==> src/rtl/alu_share_arbiter.sv <==
`default_nettype none
// ============================================================================
// Module   : alu_share_arbiter
// Purpose  : Round-robin front end sharing one combinational 4-bit ALU between
//            two requesters, with programmable settle time and tagged response.
// Revision : 1.0  initial release
// ============================================================================
module alu_share_arbiter #(
    parameter int SETTLE_CYCLES = 1
) (
    input  logic       clk,
    input  logic       rst,
    input  logic       req0_valid,
    input  logic [1:0] req0_op,
    input  logic [3:0] req0_a,
    input  logic [3:0] req0_b,
    output logic       req0_ready,
    input  logic       req1_valid,
    input  logic [1:0] req1_op,
    input  logic [3:0] req1_a,
    input  logic [3:0] req1_b,
    output logic       req1_ready,
    output logic [1:0] alu_s,
    output logic [3:0] alu_a,
    output logic [3:0] alu_b,
    input  logic [3:0] alu_sum,
    input  logic       alu_carry,
    input  logic       alu_gt,
    input  logic       alu_eq,
    input  logic       alu_lt,
    input  logic [3:0] alu_and,
    output logic       rsp_valid,
    input  logic       rsp_ready,
    output logic       rsp_id,
    output logic [3:0] rsp_data,
    output logic       rsp_carry,
    output logic       rsp_gt,
    output logic       rsp_eq,
    output logic       rsp_lt,
    output logic [7:0] op_count
);

    localparam logic [1:0] c_st_idle   = 2'd0;
    localparam logic [1:0] c_st_issue  = 2'd1;
    localparam logic [1:0] c_st_resp   = 2'd2;

    localparam logic [1:0] c_op_add    = 2'b00;
    localparam logic [1:0] c_op_sub    = 2'b01;
    localparam logic [1:0] c_op_cmp    = 2'b10;

    localparam logic [3:0] c_settle_init = 4'(SETTLE_CYCLES - 1);

    logic [1:0] r_state;
    logic       r_last_grant;
    logic [3:0] r_settle_cnt;
    logic [1:0] r_op;
    logic [3:0] r_a;
    logic [3:0] r_b;
    logic       r_id;
    logic       r_rsp_valid;
    logic       r_rsp_id;
    logic [3:0] r_rsp_data;
    logic       r_rsp_carry;
    logic       r_rsp_gt;
    logic       r_rsp_eq;
    logic       r_rsp_lt;
    logic [7:0] r_op_count;

    logic       w_idle;
    logic       w_grant0;
    logic       w_grant1;
    logic       w_drive;
    logic [3:0] w_res_data;
    logic       w_res_carry;
    logic       w_res_gt;
    logic       w_res_eq;
    logic       w_res_lt;

    // On a tie the requester that did not win last time is granted.
    assign w_grant0   = req0_valid && (!req1_valid || r_last_grant);
    assign w_grant1   = req1_valid && (!req0_valid || !r_last_grant);
    assign w_idle     = (r_state == c_st_idle) && !rst;
    assign req0_ready = w_idle && w_grant0;
    assign req1_ready = w_idle && w_grant1;

    assign w_drive = (r_state == c_st_issue) || (r_state == c_st_resp);
    assign alu_s   = w_drive ? r_op : 2'b00;
    assign alu_a   = w_drive ? r_a  : 4'b0000;
    assign alu_b   = w_drive ? r_b  : 4'b0000;

    assign rsp_valid = r_rsp_valid;
    assign rsp_id    = r_rsp_id;
    assign rsp_data  = r_rsp_data;
    assign rsp_carry = r_rsp_carry;
    assign rsp_gt    = r_rsp_gt;
    assign rsp_eq    = r_rsp_eq;
    assign rsp_lt    = r_rsp_lt;
    assign op_count  = r_op_count;

    // Only the ALU outputs relevant to the latched op reach the response.
    always_comb begin
        w_res_data  = 4'b0000;
        w_res_carry = 1'b0;
        w_res_gt    = 1'b0;
        w_res_eq    = 1'b0;
        w_res_lt    = 1'b0;
        case (r_op)
            c_op_add, c_op_sub: begin
                w_res_data  = alu_sum;
                w_res_carry = alu_carry;
            end
            c_op_cmp: begin
                w_res_gt = alu_gt;
                w_res_eq = alu_eq;
                w_res_lt = alu_lt;
            end
            default: w_res_data = alu_and;
        endcase
    end

    always_ff @(posedge clk) begin
        if (rst) begin
            r_state      <= c_st_idle;
            r_last_grant <= 1'b1;
            r_settle_cnt <= 4'd0;
            r_op         <= 2'b00;
            r_a          <= 4'b0000;
            r_b          <= 4'b0000;
            r_id         <= 1'b0;
            r_rsp_valid  <= 1'b0;
            r_rsp_id     <= 1'b0;
            r_rsp_data   <= 4'b0000;
            r_rsp_carry  <= 1'b0;
            r_rsp_gt     <= 1'b0;
            r_rsp_eq     <= 1'b0;
            r_rsp_lt     <= 1'b0;
            r_op_count   <= 8'd0;
        end else begin
            case (r_state)
                c_st_idle: begin
                    if (w_grant0 || w_grant1) begin
                        r_op         <= w_grant1 ? req1_op : req0_op;
                        r_a          <= w_grant1 ? req1_a  : req0_a;
                        r_b          <= w_grant1 ? req1_b  : req0_b;
                        r_id         <= w_grant1;
                        r_last_grant <= w_grant1;
                        r_settle_cnt <= c_settle_init;
                        r_state      <= c_st_issue;
                    end
                end
                c_st_issue: begin
                    if (r_settle_cnt == 4'd0) begin
                        r_rsp_valid <= 1'b1;
                        r_rsp_id    <= r_id;
                        r_rsp_data  <= w_res_data;
                        r_rsp_carry <= w_res_carry;
                        r_rsp_gt    <= w_res_gt;
                        r_rsp_eq    <= w_res_eq;
                        r_rsp_lt    <= w_res_lt;
                        r_state     <= c_st_resp;
                    end else begin
                        r_settle_cnt <= r_settle_cnt - 4'd1;
                    end
                end
                c_st_resp: begin
                    if (r_rsp_valid && rsp_ready) begin
                        r_rsp_valid <= 1'b0;
                        r_op_count  <= r_op_count + 8'd1;
                        r_state     <= c_st_idle;
                    end
                end
                default: r_state <= c_st_idle;
            endcase
        end
    end

endmodule
`default_nettype wire

==> config.mk <==
export PLATFORM = sky130hd
export DESIGN_NAME = alu_share_arbiter
export DESIGN_NICKNAME = d
export VERILOG_FILES = /design/src/rtl/alu_share_arbiter.sv
export SDC_FILE = /design/constraint.sdc
export NUM_CORES = 1
export LEC_CHECK = 0
export BUFFER_PORTS_ARGS = -buffer_cell sky130_fd_sc_hd__buf_2
export CAP_MARGIN = 20
export CELL_PAD_IN_SITES_DETAIL_PLACEMENT = 1
export CELL_PAD_IN_SITES_GLOBAL_PLACEMENT = 1
export CORE_MARGIN = 2
export CORE_UTILIZATION = 35
export CTS_CLUSTER_SIZE = 8
export DETAILED_ROUTE_END_ITERATION = 16
export PLACE_DENSITY = 0.76
export SLEW_MARGIN = 20
export SYNTH_ARGS = -nofsm -noshare
export SYNTH_HDL_FRONTEND = slang
export SYNTH_SLANG_ARGS = --single-unit
==> constraint.sdc <==
create_clock -name clk -period 1.85 [get_ports clk]
set_clock_uncertainty 0.05 [all_clocks]
set_input_delay 0.2775 -clock clk [delete_from_list [all_inputs] [get_ports clk]]
set_output_delay 0.2775 -clock clk [all_outputs]
set_load 0.02 [all_outputs]
Word level (Yosys, flattened, before mapping)
Cells that the tools add are included.
W data, S select, Z words.
{"block": "totals", "word_cells": 72, "output_inout_bits": 30, "input_bits": 37, "regBits": 36}
{"block": "op_classes", "addsub": 2, "n_mux": 21, "n_reduce_logical": 26, "n_eq_ne": 8}
{"op": "$mux W4", "n": 6}
{"op": "$pmux W4 S2", "n": 2}
{"op": "$mux W2", "n": 5}
{"op": "$reduce_and A3 Y1", "n": 3}
{"op": "$add A8 B1 Y8 const B", "n": 1}
{"op": "$logic_and A1 B1 Y1", "n": 6}
{"op": "$mux W1", "n": 6}
{"op": "$ne A2 B1 Y1 const B", "n": 3}
{"op": "$pmux W2 S3", "n": 1}
{"op": "$reduce_and A2 Y1", "n": 3}
{"op": "$eq A2 B1 Y1 const B", "n": 2}
{"op": "$eq A2 B2 Y1 const B", "n": 2}
{"op": "$logic_not A1 Y1", "n": 4}
{"op": "$logic_not A2 Y1", "n": 2}
{"op": "$logic_not A4 Y1", "n": 1}
{"op": "$logic_or A1 B1 Y1", "n": 4}
{"op": "$reduce_bool A2 Y1", "n": 2}
{"op": "$sub A4 B1 Y4 const B", "n": 1}
{"op": "$ne A2 B2 Y1 const B", "n": 1}
{"op": "$pmux W1 S2", "n": 1}
{"op": "$reduce_or A2 Y1", "n": 1}

Depth between registers and ports, before layout
{"block": "depth", "word_depth": 6, "depth_mapped": 7, "mapped_depth_nobuf": 5}

Least setup slack after synthesis
Ideal clock, no wire load.
{"block": "synth_path", "kind": "reg-to-reg", "from": "register r_state[0]", "to": "register r_settle_cnt[3]", "path_stages_with_launch": 6, "arrival_ns": 1.572, "setup_slack_ns": 0.141, "t_required_ns": 1.713, "synth_period_minus_slack_ns": 1.709, "cell_sequence": "dfxtp_1 inv_1 ha_1 nor3b_2 or4b_4 o31ai_1"}
{"block": "synth_between", "elab_chain_len": 3}
{"element": "start, declared", "line": "53", "text": "logic [1:0] r_state;"}
{"element": "start signal, assigned", "line": "123", "text": "r_state <= c_st_idle;"}
{"element": "start signal, assigned", "line": "148", "text": "r_state <= c_st_issue;"}
{"element": "start signal, assigned", "line": "160", "text": "r_state <= c_st_resp;"}
{"element": "$eq A2 B1 Y1 or $logic_not A2 Y1 (tied branches)", "line": "139", "text": "case (r_state)"}
{"element": "$ne A2 B2 Y1 (no source line) (tied with other cells)"}
{"element": "$reduce_and A3 Y1 (no source line)"}
{"element": "end signal, assigned", "line": "147", "text": "r_settle_cnt <= c_settle_init;"}
{"element": "end signal, assigned", "line": "162", "text": "r_settle_cnt <= r_settle_cnt - 4'd1;"}
{"element": "end, declared", "line": "55", "text": "logic [3:0] r_settle_cnt;"}
Parallel ways exist; a longest one is shown, timed or not.
A chain may end at the register's enable or synchronous reset.

Worst setup path after layout
{"block": "layout_path", "from": "register r_settle_cnt[0]", "to": "register r_state[1]"}
{"block": "layout_between", "elab_chain_len": 3}
{"element": "$logic_not A4 Y1", "line": "152", "text": "if (r_settle_cnt == 4'd0) begin"}
{"element": "$ne A2 B1 Y1 (no source line)"}
{"element": "$reduce_and A3 Y1 (no source line)"}
{"element": "end signal, assigned", "line": "148"}
{"element": "end signal, assigned", "line": "160"}
{"element": "end signal, assigned", "line": "169", "text": "r_state <= c_st_idle;"}
No other way between the ends.

==> flow_metrics.py <==
metrics = {
    "outcome": {
        "outcome": "complete, no violations",
    },
    "die": {
        "die_h_um": 76.17,
        "die_w_um": 76.17,
        "num_rows": 26,
        "io_pins": 67,
        "dieArea_mm2": 0.005802,
        "core_area_mm2": 0.005075,
        "initial_core_util_pct": 35.92,
    },
    "yosys": {
        "synth_compound_gate_area_share_pct": 18.87,
        "syn_nets": 250,
        "synth.area.mux_share_pct": 8.305,
        "synth_cell_types": 45,
        "synth_flop_cell": "dfxtp_1",
        "synth.avg_cell_area_um2": 8.850,
        "synth_fa_ha_area_share_pct": 4.804,
        "synthXorXnorAreaFrac_pct": 0.9609,
        "synth_seq_cells": 36,
        "async_flop_share_pct": 0,
        "yosys_warnings": 0,
        "synth-simple-area-share_pct": 22.86,
        "synth_top_family_by_area": "simple AND/OR/NAND/NOR gates",
        "netlist_instances": 206,
        "seq_area_frac_synth_pct": 39.53,
        "synth_area_mm2": 0.001823,
        "synth_edf_count": 0,
    },
    "global_routing": {
        "first_global_vias": 1734,
        "grt_max_degree": 22,
        "antenna_found_initial": 0,
        "grt_pass1_wl_mm": 7.941,
        "track_usage_pct": 16.70,
        "grt_overflow": 0,
    },
    "sta": {
        "min_period_ns": 1.746,
        "grt_setup_unrepaired": "yes",
        "hold_violations": 0,
        "setup_viol": 0,
        "finalMaxSlewViolations": 0,
        "maxSlewHeadroom_pct": 67.21,
        "fin_crit_sh_pct": 94.37,
        "max_freq_mhz": 572.8,
        "worstMarginPinSlew_ns": 0.4898,
    },
    "finish": {
        "final_util_pct": 46.87,
        "nNetsFinal": 322,
        "instances_no_fill": 348,
        "fill_cells": 650,
        "postLayoutCellArea_mm2": 0.002379,
        "drive_above_1_share_pct": 34.53,
        "layout_common_cells": "buf_2 (66), dfxtp_1 (35), a21oi_1 (22)",
        "antennaDiodeCount": 0,
        "layout_commonest_cell": "buf_2",
        "area_delta_synth_final_pct": 30.47,
    },
    "critical_path": {
        "crit_path_max_fanout": 6,
        "critPathLaunchType": "register",
        "cp-end-kind": "register",
        "arrival_ns": 1.91,
        "cp.required_ns": 2.01,
        "slowest_delay_ns": 0.40,
        "path_cells": "inv_1, ha_1, or3b_1, a221oi_2, mux2i_1",
        "path_class": "register to register",
        "cp_slowest_cell": "a221oi_2",
    },
    "job": {
        "max_cap_violations": 0,
    },
    "place": {
        "gp_congestion": 0.7800,
        "dp_hpwl_mm": 3.536,
        "portBuffers": 66,
        "dpl_cell_area_mm2": 0.002275,
        "place_inst": 341,
    },
    "worst_hold_path": {
        "min_path_type": "input pin to register",
    },
    "detailed_routing": {
        "ant_nets": 0,
        "drcViolationCount": 0,
        "wirelength_mm": 4.723,
        "via_count": 1785,
        "drt-pass1-iter-count": 4,
        "first_iter_violations": 39,
        "post_drt_wl_per_cell_um": 13.57,
        "vias_per_cell": 5.129,
    },
    "cts": {
        "clock_latency_ns": 0.28,
        "clock_sinks": 36,
        "htreeDepth": 2,
        "cts.path.max_buffers": 2,
        "hold_buffers": 0,
        "cts_root_buf": "clkbuf_8",
        "cts_buffers": 5,
        "clk_pin_slew_ns": 0.07,
        "cts_tree": "done",
    },
    "power": {
        "vdd_drop_max_v": 0.0004987,
        "p_per_area_mw_per_mm2": 1286,
        "totalPowerFinal_uw": 3058,
        "p_leak_uw": 0.001069,
    },
}
per-stage QoR:
step	setup slack, ns	hold slack (ns)	TNS, ns
after global placement	0.1193	0.3922	0
after detailed placement	0.08538	0.3909	0
after CTS	0.01036	0.1918	0
final	0.1041	0.1996	0
after floorplan	0.1412	0.3794	0
after global routing	-0.03438	0.2019	-0.05043
power by group:
part	total (uW)	switching (uW)	internal (uW)	leakage [uW]
Clock	522	266	256	0.0000410
Sequential	1110	150	960	0.000295
Combinational	1430	801	625	0.000733
Total	3060	1220	1840	0.00107
cells by family (layout without fill, tap and decap cells):
kind of cell    count (synthesis)  in the layout
flops                          36             36
mux                            15             15
fa+ha+maj                       7              7
xor+xnor                        2              2
buf+inv                        21             93
compound gates                 55             55
simple gates                   70             70
Yosys cell counts, types with 2 or more instances:
cell / instances / share of area, %
o31ai_1: 5 / 2.1
or4_1: 2 / 0.82
inv_1: 10 / 2.1
nor2b_1: 7 / 2.4
nor2_1: 9 / 1.9
nor3b_2: 2 / 1.4
o311ai_0: 2 / 0.96
mux2i_1: 14 / 7.7
or3_1: 2 / 0.69
buf_2: 2 / 0.55
nand3_1: 5 / 1.4
and3_1: 2 / 0.69
o21ai_0: 14 / 3.8
and2_1: 10 / 3.4
or4b_1: 2 / 1.1
ha_1: 7 / 4.8
a311oi_1: 4 / 1.9
dfxtp_1: 36 / 40
nand2_1: 14 / 2.9
clkbuf_1: 7 / 1.4
nor3_1: 4 / 1.1
nand4_1: 2 / 0.69
a21oi_1: 22 / 6.0
layout make-up:
class,count,area (um^2),share of cell area [%]
inverter,10,37.54,1.578
tap,70,87.58,3.682
timing repair buffer,76,405.4,17.04
clock buffer,6,72.57,3.051
clock inverter,1,5.005,0.2104
multi-input combinational,149,1049,44.08
sequential,36,721.9,30.35
state kept, by name (all words and copies together) (netlist names), 2 cells and up:
| register | count |
|---|---|
| op_count | 8 |
| r_settle_cnt | 4 |
| r_state | 2 |
| r_b | 4 |
| r_a | 4 |
| rsp_data | 4 |
| r_op | 2 |
critical path, delay by kind of cell (launching register included):
kind                     cells  cell delay (ns)
buffers and inverters        1             0.06
multiplexers                 1             0.22
adder cells (fa/ha/maj)      1             0.23
AND/OR/NAND/NOR              1             0.38
AO/OA/AOI/OAI                1             0.40
flip-flops                   1             0.34
metal layers:
layer	vias up	GRT usage (%)	part of all wire (%)
met5	-	0	0
met4	0	6.364	1.2
met3	5	4.739	5.9
met2	48	29.29	49
met1	846	19.31	44
li1	886	-	-
what timing repair did:
item / 4_1_cts / 5_1_grt
setup buffers: 0 / 0
gates resized for setup: 1 / 5
endpoints found under the setup margin: 10 / 27
pin swaps: 0 / 0
path summary, 6_finish.rpt:
check,start,cells after the start,slack [ns],endpoint
setup / recovery,r_settle_cnt[0],5,0.10,r_state[1]
hold / removal,alu_lt,3,0.20,rsp_lt
setup reg to reg,r_settle_cnt[0],5,0.10,r_state[1]
hold reg to reg,rsp_lt,2,0.40,rsp_lt
(Power assumes the default switching activity.)
